## src/rtl/posit_pkg.sv

```systemverilog
// rtl/posit_pkg.sv - shared constants and FSM state type for the posit encoder
package posit_pkg;

  localparam int POSIT_W = 32;
  localparam int ES      = 3;
  localparam int K_MAX   = 30;
  localparam int K_MIN   = -30;
  localparam logic [31:0] MAXPOS = 32'h7FFFFFFF;
  localparam logic [31:0] MINPOS = 32'h00000001;

  typedef enum logic [2:0] {
    S_IDLE,
    S_BUILD,
    S_ROUND,
    S_PACK,
    S_DONE
  } state_t;

endpackage

```

## src/rtl/posit_regime_shift.sv

```systemverilog
// rtl/posit_regime_shift.sv - combinational body builder: regime, exponent, fraction left-aligned
//
// Ports:
//   k        signed regime value (-32..31)
//   exp_bits exponent field
//   frac     fraction bits (hidden bit removed)
//   work     body left-aligned in WORK_W bits: regime, then exp_bits, then frac
module posit_regime_shift
  import posit_pkg::*;
#(
  parameter int WORK_W = 72
) (
  input  logic signed [5:0]        k,
  input  logic        [ES-1:0]     exp_bits,
  input  logic        [30:0]       frac,
  output logic        [WORK_W-1:0] work
);

  localparam int TAIL_W = ES + 31;

  logic [6:0]        neg_k;
  logic [6:0]        run_len;
  logic [WORK_W-1:0] regime;
  logic [WORK_W-1:0] tail;

  always_comb begin
    // 7-bit negation so that k = -32 yields +32 without wrapping
    neg_k = 7'd0 - {k[5], k};
    tail  = {exp_bits, frac, {(WORK_W-TAIL_W){1'b0}}};
    if (!k[5]) begin
      // k+1 ones then a zero: inverting a right-shifted all-ones mask leaves the ones on top
      regime  = ~({WORK_W{1'b1}} >> ({1'b0, k} + 7'd1));
      run_len = {1'b0, k} + 7'd2;
    end else begin
      // -k zeros then a one
      regime  = {1'b1, {(WORK_W-1){1'b0}}} >> neg_k;
      run_len = neg_k + 7'd1;
    end
    work = regime | (tail >> run_len);
  end

endmodule

```

## src/rtl/posit_encode.sv

```systemverilog
// rtl/posit_encode.sv - final posit packing stage: regime placement, RNE rounding, saturation, sign
//
// Ports:
//   clk, rst_n    clock and asynchronous active-low reset
//   start         launch pulse, sampled only in IDLE
//   sign_in       result sign (1 = negative)
//   k_in          signed regime value
//   exp_in        exponent field
//   mantissa_in   bit 31 hidden bit, bits [30:0] fraction
//   posit_out     encoded posit, held until the next result
//   busy          high whenever the FSM is not idle
//   done          one-cycle pulse when posit_out takes a new value
module posit_encode
  import posit_pkg::*;
#(
  parameter int WORK_W = 72
) (
  input  logic                clk,
  input  logic                rst_n,
  input  logic                start,
  input  logic                sign_in,
  input  logic signed [5:0]   k_in,
  input  logic        [2:0]   exp_in,
  input  logic        [31:0]  mantissa_in,
  output logic        [31:0]  posit_out,
  output logic                busy,
  output logic                done
);

  localparam logic signed [5:0] K_HI = K_MAX[5:0];
  localparam logic signed [5:0] K_LO = K_MIN[5:0];

  state_t state, state_nxt;

  logic                        sign_r;
  logic signed [5:0]           k_r;
  logic        [2:0]           exp_r;
  logic        [31:0]          mant_r;
  logic        [WORK_W-1:0]    work_r;
  logic                        special_r;
  logic        [POSIT_W-2:0]   special_body_r;
  logic        [POSIT_W-2:0]   body_r;
  logic        [31:0]          pack_r;

  logic        [WORK_W-1:0]    work_c;
  logic        [POSIT_W-2:0]   keep;
  logic                        guard;
  logic                        sticky;
  logic                        inc;
  logic        [POSIT_W-1:0]   sum;

  posit_regime_shift #(.WORK_W(WORK_W)) u_shift (
    .k        (k_r),
    .exp_bits (exp_r),
    .frac     (mant_r[30:0]),
    .work     (work_c)
  );

  always_comb begin
    keep   = work_r[WORK_W-1 -: POSIT_W-1];
    guard  = work_r[WORK_W-POSIT_W];
    sticky = |work_r[WORK_W-POSIT_W-1:0];
    inc    = guard & (keep[0] | sticky);
    sum    = {1'b0, keep} + {{(POSIT_W-1){1'b0}}, inc};
  end

  always_comb begin
    state_nxt = state;
    case (state)
      S_IDLE:  if (start) state_nxt = S_BUILD;
      S_BUILD: state_nxt = S_ROUND;
      S_ROUND: state_nxt = S_PACK;
      S_PACK:  state_nxt = S_DONE;
      S_DONE:  state_nxt = S_IDLE;
      default: state_nxt = S_IDLE;
    endcase
  end

  always_ff @(posedge clk or negedge rst_n) begin
    if (!rst_n) begin
      state <= S_IDLE;
    end else begin
      state <= state_nxt;
    end
  end

  always_ff @(posedge clk or negedge rst_n) begin
    if (!rst_n) begin
      sign_r         <= 1'b0;
      k_r            <= '0;
      exp_r          <= '0;
      mant_r         <= '0;
      work_r         <= '0;
      special_r      <= 1'b0;
      special_body_r <= '0;
      body_r         <= '0;
      pack_r         <= '0;
      posit_out      <= '0;
      done           <= 1'b0;
    end else begin
      done <= 1'b0;
      case (state)
        S_IDLE: begin
          if (start) begin
            sign_r <= sign_in;
            k_r    <= k_in;
            exp_r  <= exp_in;
            mant_r <= mantissa_in;
          end
        end
        S_BUILD: begin
          work_r <= work_c;
          if (!mant_r[31]) begin
            special_r      <= 1'b1;
            special_body_r <= '0;
          end else if (k_r > K_HI) begin
            special_r      <= 1'b1;
            special_body_r <= MAXPOS[POSIT_W-2:0];
          end else if (k_r < K_LO) begin
            special_r      <= 1'b1;
            special_body_r <= MINPOS[POSIT_W-2:0];
          end else begin
            special_r      <= 1'b0;
            special_body_r <= '0;
          end
        end
        S_ROUND: begin
          if (special_r) begin
            body_r <= special_body_r;
          end else if (sum[POSIT_W-1]) begin
            body_r <= MAXPOS[POSIT_W-2:0];
          end else if (sum[POSIT_W-2:0] == '0) begin
            // reaching here means the mantissa was nonzero, so keep minpos
            body_r <= MINPOS[POSIT_W-2:0];
          end else begin
            body_r <= sum[POSIT_W-2:0];
          end
        end
        S_PACK: begin
          // body never exceeds 0x7FFFFFFF, so negation cannot reach NaR; a zero body stays zero
          pack_r <= sign_r ? (32'd0 - {1'b0, body_r}) : {1'b0, body_r};
        end
        S_DONE: begin
          posit_out <= pack_r;
          done      <= 1'b1;
        end
        default: ;
      endcase
    end
  end

  assign busy = (state != S_IDLE);

endmodule
```

## config.mk

```make
export PLATFORM = sky130hd
export DESIGN_NAME = posit_encode
export DESIGN_NICKNAME = d
export VERILOG_FILES = /design/src/rtl/posit_pkg.sv /design/src/rtl/posit_regime_shift.sv /design/src/rtl/posit_encode.sv
export SDC_FILE = /design/constraint.sdc
export NUM_CORES = 1
export LEC_CHECK = 0
export CAP_MARGIN = 20
export CORE_MARGIN = 2
export CORE_UTILIZATION = 35
export DETAILED_ROUTE_END_ITERATION = 10
export PLACE_DENSITY = 0.58
export SYNTH_ARGS = -nofsm -noshare
export SYNTH_HDL_FRONTEND = slang
export SYNTH_SLANG_ARGS = --single-unit
```

## constraint.sdc

```tcl
create_clock -name clk -period 5.36 [get_ports clk]
set_clock_uncertainty 0.15 [all_clocks]
set_input_delay 1.608 -clock clk [delete_from_list [all_inputs] [get_ports clk]]
set_output_delay 1.608 -clock clk [all_outputs]
set_load 0.1 [all_outputs]
```

==> impl_metrics.py, run 1 <==
metrics = {
    "global_route": {
        "grt_use_total_pct": 22.86,
        "grt_max_degree": 106,
        "initial_antenna_violation_count": 0,
        "number_of_global_route_vias_before_repair": 11755,
        "grt_first_pass_wirelength_um": 70480,
        "globalRouteOverflowTotal": 0,
    },
    "drt": {
        "residual_drc": 0,
        "antenna_violating_nets_post_route": 0,
        "routed_wire_length_um": 44610,
        "first_iter_violations": 1121,
        "dr_total_vias": 11887,
        "drt-pass1-iter-count": 5,
        "viasPerCell": 5.861,
        "detail_route.wl_per_cell_um": 22.00,
    },
    "cts": {
        "cts_resized": 0,
        "clkLatencyLatePin_ns": 0.56,
        "cts_tree": "yes",
        "cts_inserted_buffers": 25,
        "clkTransAtPathRegs_ns": 0.06,
        "post_cts_hold_buffer_count": 0,
        "max-clock-path-buffers": 3,
        "cts_max_level": 1,
        "cts.sinks": 216,
        "post-cts-setup-buffer-count": 0,
        "root_buffer": "clkbuf_16",
    },
    "synthesis": {
        "synth_seq_area_share_pct": 40.31,
        "post_synth_inst_count": 1462,
        "synth_fp_nets": 1522,
        "ys_types": 69,
        "post_synth_instance_area_mm2": 0.01341,
        "synth_enable_flop_cells": 0,
        "synth-warning-count": 0,
        "postSynthRegisterBits": 216,
        "ys.flop_type": "dfrtp_1",
        "syn_avg_cell_area_um2": 9.172,
        "synth_async_sr_flop_share_pct": 100.0,
    },
    "worst_setup_path": {
        "critPathMaxFanout": 15,
        "r2r_path_start": "k_r[0]",
        "worstSetupStartpoint": "k_r[0]",
        "worst_setup_path_end_kind": "register",
        "path_cells": "inv_1 > ha_1 > ha_1 > ha_1 > mux2i_4 > buf_4 > nor2_1 > a221oi_1 > mux2i_1 > a22o_1 > a221o_1",
        "crit_path_top_delay_cell": "a221oi_1",
        "critical_path_class": "register to register",
        "cp_data_required_time_ns": 5.66,
        "timing.critical_path.mode_cell": "ha_1",
        "startpoint_type": "register",
        "cp_data_arrival_time_ns": 5.08,
        "timing.critical_path.slowest_cell_delay_ns": 0.88,
    },
    "sta": {
        "rsz0062_at_grt": "false",
        "fin_crit_ns": 4.782,
        "maxSlewViolCount": 0,
        "setup_tns_ns": 0,
        "worst-slew-pin-transition_ns": 0.9817,
        "final-hold-violation-count": 0,
        "report.final.setup_viol": 0,
        "timing.max_slew.rel_slack_pct": 34.35,
        "period_share_pct": 89.21,
        "max_freq_ghz": 0.2091,
    },
    "die": {
        "placeableCoreArea_mm2": 0.03767,
        "die_width_um": 199.7,
        "io_pins": 79,
        "fp-row-count": 71,
        "initial_core_util_pct": 35.60,
        "die_area_mm2": 0.03989,
        "die_h_um": 199.7,
    },
    "finish": {
        "antenna_cells_inserted": 0,
        "layout.cells.most_common_list": "216 x dfrtp_1, 185 x nand2_1, 162 x o21ai_0",
        "finish.utilization_pct": 41.67,
        "layout-area-overhead-vs-synth_pct": 17.05,
        "mostFrequentLayoutCell": "dfrtp_1",
        "fraction_of_final_layout_cells_with_drive_strength_greater_than_1_pct": 13.18,
        "nNetsFinal": 1562,
    },
    "min_path": {
        "holdCritStartpoint": "pack_r[31]",
        "hold_path_class": "register to register",
    },
    "placed_design": {
        "last_weighted_congestion_value_of_the_routability_driven_placer": 0.9466,
        "hpwl_um": 32540,
        "buffer_ports.inserted": 78,
    },
    "flow_run": {
        "max_cap_violations": 0,
    },
    "run_status": {
        "status": "completed",
    },
}
-- sequential cells by signal, summed over array words and instances, names as in the netlist, 2 cells and up --
register        flops
work_r             72
mant_r             32
pack_r             32
posit_out          32
body_r             31
k_r                 6
exp_r               3
state               3
special_body_r      2
-- cell families (layout without fill, tap and decap cells) --
logic type	after synthesis	count (layout)	share of synthesized area, %
AND/OR/NAND/NOR	449	449	15.55
flip-flops	216	216	40.31
adder cells (fa/ha/maj)	15	15	1.400
AO/OA/AOI/OAI	423	423	19.92
XOR/XNOR	68	68	4.442
multiplexers	167	167	14.68
buffers and inverters	124	179	3.695
-- synthesized netlist by cell type (15+ instances only) --
library cell,instances,area [µm²]
dfrtp_1,216,5405
inv_1,17,63.81
mux2_2,77,867.1
o211ai_1,15,112.6
nand3_1,46,230.2
clkbuf_1,84,315.3
o21ai_0,162,810.8
a21oi_1,63,315.3
nor3_1,28,140.1
xor2_1,45,394.1
xnor2_1,23,201.4
nor4_1,15,93.84
nand2_1,185,694.4
a221oi_1,18,157.7
nor2_1,93,349.1
mux2i_1,74,740.7
mux4_2,16,360.4
ha_1,15,187.7
nand4_1,17,106.4
a31oi_1,28,175.2
-- cell type report --
cell class | count | area [µm²]
Fill cell | 3777 | 21970
Tap cell | 511 | 639.4
Sequential cell | 216 | 5405
Inverter | 18 | 67.56
Multi-Input combinational cell | 1122 | 7587
Clock inverter | 8 | 155.1
Timing Repair Buffer | 119 | 1131
Clock buffer | 34 | 709.4
-- worst paths after layout --
kind                              end  depth (start not counted)  slack [ns]
max                         work_r[9]                         11        0.58
min                        pack_r[31]                          2        0.32
max reg2reg                 work_r[9]                         11        0.58
min reg2reg                pack_r[31]                          2        0.32
max in group asynchronous  mant_r[13]                          2        3.10
min in group asynchronous  body_r[28]                          1        0.94
-- through the flow --
stage | setup slack (ns) | std cells | hold WS [ns] | area [µm²]
CTS | 0.7520 | 2026 | 0.3205 | 15670
detailed placement | 0.7769 | 1984 | 0.3074 | 14800
finish | 0.5783 | 2028 | 0.3165 | 15700
floorplan | 1.519 | 1462 | 0.2824 | 13410
global route | 0.3685 | 2028 | 0.3488 | 15700
global placement | 0.8519 | 1984 | 0.3053 | 14800
-- layer usage --
metal | global-route usage [%] | part of all wire (%) | up-vias
met2 | 37.94 | 47 | 493
met3 | 3.159 | 5.6 | 132
met5 | 0 | 0 | -
met1 | 29.15 | 42 | 5770
met4 | 11.77 | 5.8 | 0
li1 | - | - | 5492
-- critical path, delay by kind of cell, from the launching register on --
kind,cells,cell delay [ns]
compound gates,3,1.48
fa+ha+maj,3,1.09
mux,2,0.80
flops,1,0.55
buf+inv,2,0.44
simple gates,1,0.14
Power of run 1 is left out: the tool's default activity adds up to more than one toggle a clock period on the data nets, which glitch-free logic cannot reach.
==> run 2, diff against run 1 <==
--- a/config.mk
+++ b/config.mk
@@ -9,6 +9,7 @@
 export CORE_MARGIN = 2
 export CORE_UTILIZATION = 35
 export DETAILED_ROUTE_END_ITERATION = 10
+export GPL_TIMING_DRIVEN = 0
 export PLACE_DENSITY = 0.58
 export SYNTH_ARGS = -nofsm -noshare
 export SYNTH_HDL_FRONTEND = slang
==> run 2 against run 1 <==
Against the previous run: final area rose by 0.37%; sequential share of layout area fell by 0.13 points; routed wire length rose by 17%; highest routed layer unchanged; first-iteration DRC count rose by 2.8%.
==> impl_metrics.py, run 2 (synthesis gave the netlist of run 1 again) <==
metrics = {
    "run_status": {
        "status": "completed",
    },
    "global_route": {
        "grt_use_total_pct": 26.59,
        "globalRouteOverflowTotal": 0,
        "number_of_global_route_vias_before_repair": 12371,
        "grt_first_pass_wirelength_um": 78830,
        "grt_max_degree": 78,
        "initial_antenna_violation_count": 0,
    },
    "finish": {
        "largest_reg_flops": 72,
        "layout-area-overhead-vs-synth_pct": 17.49,
        "layout.cells.most_common_list": "216 x dfrtp_1, 185 x nand2_1, 161 x o21ai_0",
        "nNetsFinal": 1636,
        "finish.utilization_pct": 41.83,
        "mostFrequentLayoutCell": "dfrtp_1",
        "fraction_of_final_layout_cells_with_drive_strength_greater_than_1_pct": 11.18,
        "largest-register": "work_r",
        "antenna_cells_inserted": 0,
    },
    "worst_setup_path": {
        "worst-path-buf-inv": 5,
        "critical_path_class": "register to register",
        "startpoint_type": "register",
        "timing.critical_path.slowest_cell_delay_ns": 0.58,
        "cp_data_required_time_ns": 5.69,
        "crit_path_top_delay_cell": "o311ai_0",
        "path_cells": "clkbuf_1 > inv_1 > ha_1 > ha_1 > mux2i_2 > buf_2 > clkbuf_1 > o21ai_0 > buf_2 > o311ai_0 > o21ai_0 > o211ai_1",
        "worst_setup_path_end_kind": "register",
        "cp_data_arrival_time_ns": 5.49,
        "top_delay_family_on_crit_path": "buffers and inverters",
        "critPathMaxFanout": 19,
    },
    "cts": {
        "max-clock-path-buffers": 3,
        "cts_inserted_buffers": 26,
        "cts_tree": "yes",
        "cts.sinks": 216,
        "clkTransAtPathRegs_ns": 0.06,
        "root_buffer": "clkbuf_16",
        "cts_max_level": 1,
        "clkLatencyLatePin_ns": 0.57,
    },
    "sta": {
        "max_freq_ghz": 0.1940,
        "fin_crit_ns": 5.155,
        "period_share_pct": 96.18,
        "rsz0062_at_grt": "false",
        "maxSlewViolCount": 0,
        "worst-slew-pin-transition_ns": 1.119,
        "timing.max_slew.rel_slack_pct": 24.58,
        "setup_tns_ns": 0,
        "report.final.setup_viol": 0,
        "final-hold-violation-count": 0,
    },
    "drt": {
        "residual_drc": 0,
        "first_iter_violations": 1152,
        "detail_route.wl_per_cell_um": 24.78,
        "dr_total_vias": 12302,
        "viasPerCell": 5.850,
        "routed_wire_length_um": 52120,
        "drt-pass1-iter-count": 8,
        "antenna_violating_nets_post_route": 0,
    },
    "placed_design": {
        "buffer_ports.inserted": 78,
        "hpwl_um": 40360,
        "last_weighted_congestion_value_of_the_routability_driven_placer": 0.9800,
    },
    "die": {
        "die_h_um": 199.7,
        "placeableCoreArea_mm2": 0.03767,
        "die_width_um": 199.7,
        "fp-row-count": 71,
        "io_pins": 79,
        "die_area_mm2": 0.03989,
        "initial_core_util_pct": 35.60,
    },
    "flow_run": {
        "max_cap_violations": 0,
    },
    "min_path": {
        "hold_path_class": "register to register",
    },
}
[run 2: changes by cell type in the layout (fill, tap and decap cells not counted), moves of 2 or more]
cell | previous run | this run
clkinv_2 | 3 | 5
buf_6 | 0 | 2
buf_12 | 3 | 0
buf_4 | 37 | 4
mux2i_2 | 0 | 2
buf_1 | 0 | 10
buf_16 | 0 | 2
clkbuf_1 | 4 | 88
a31oi_1 | 26 | 28
bufinv_16 | 4 | 0
buf_2 | 0 | 12
[run 2: path summary, 6_finish.rpt]
kind	slack, ns	to	depth (start not counted)	from
min in group asynchronous	0.83	pack_r[24]	1	rst_n
max reg2reg	0.20	work_r[37]	12	k_r[2]
max	0.20	work_r[37]	12	k_r[2]
max in group asynchronous	3.07	work_r[7]	3	rst_n
min reg2reg	0.32	pack_r[31]	2	pack_r[31]
min	0.32	pack_r[31]	2	pack_r[31]
[run 2: layout make-up]
| class | instances | area, µm² |
|---|---|---|
| tap | 511 | 639.4 |
| fill | 3885 | 21910 |
| clock inverter | 8 | 57.56 |
| inverter | 18 | 67.56 |
| timing repair buffer | 87 | 885.9 |
| multi-input combinational | 1122 | 7545 |
| buffer | 105 | 425.4 |
| sequential | 216 | 5405 |
| clock buffer | 36 | 728.2 |
[run 2: stage by stage]
stage | hold WS [ns] | std cells | area [µm²] | worst slack (ns)
floorplan | 0.2824 | 1462 | 13410 | 1.519
global placement | 0.3067 | 2051 | 14830 | -6.712
detailed placement | 0.3132 | 2057 | 14920 | -0.4315
CTS | 0.3270 | 2100 | 15710 | 0.05489
global route | 0.3575 | 2103 | 15750 | 0.04349
finish | 0.3224 | 2103 | 15750 | 0.2049
[run 2: worst reg2reg max path, stage by stage (launching register included)]
cell and delay [ns]:
dfrtp_1 0.41, clkbuf_1 0.41, inv_1 0.29, ha_1 0.38, ha_1 0.34, mux2i_2 0.54, buf_2 0.54, clkbuf_1 0.50
o21ai_0 0.36, buf_2 0.28, o311ai_0 0.58, o21ai_0 0.18, o211ai_1 0.12
[run 2: metal layers]
layer	wire length, µm	vias to the layer above	global-route usage, %
li1	-	5647	-
met1	20130	5958	31.13
met5	0	-	0
met3	3070	165	3.377
met4	3517	0	15.34
met2	25400	532	46.91
[run 2: timing repair]
item / 4_1_cts / 5_1_grt
gates resized for setup: 3 / 6
setup buffers: 0 / 0
setup endpoints to repair: 25 / 9
hold buffers: 0 / 0
Power of run 2 is left out for the same reason.
==> run 3, diff against run 2 <==
--- a/config.mk
+++ b/config.mk
@@ -10,6 +10,7 @@
 export CORE_UTILIZATION = 35
 export DETAILED_ROUTE_END_ITERATION = 10
 export GPL_TIMING_DRIVEN = 0
+export HOLD_SLACK_MARGIN = 0.08
 export PLACE_DENSITY = 0.58
 export SYNTH_ARGS = -nofsm -noshare
 export SYNTH_HDL_FRONTEND = slang
==> results of run 3 <==
No change in the layout: final DEF, timing and power equal those of run 2.
Power of run 3 is left out for the same reason.
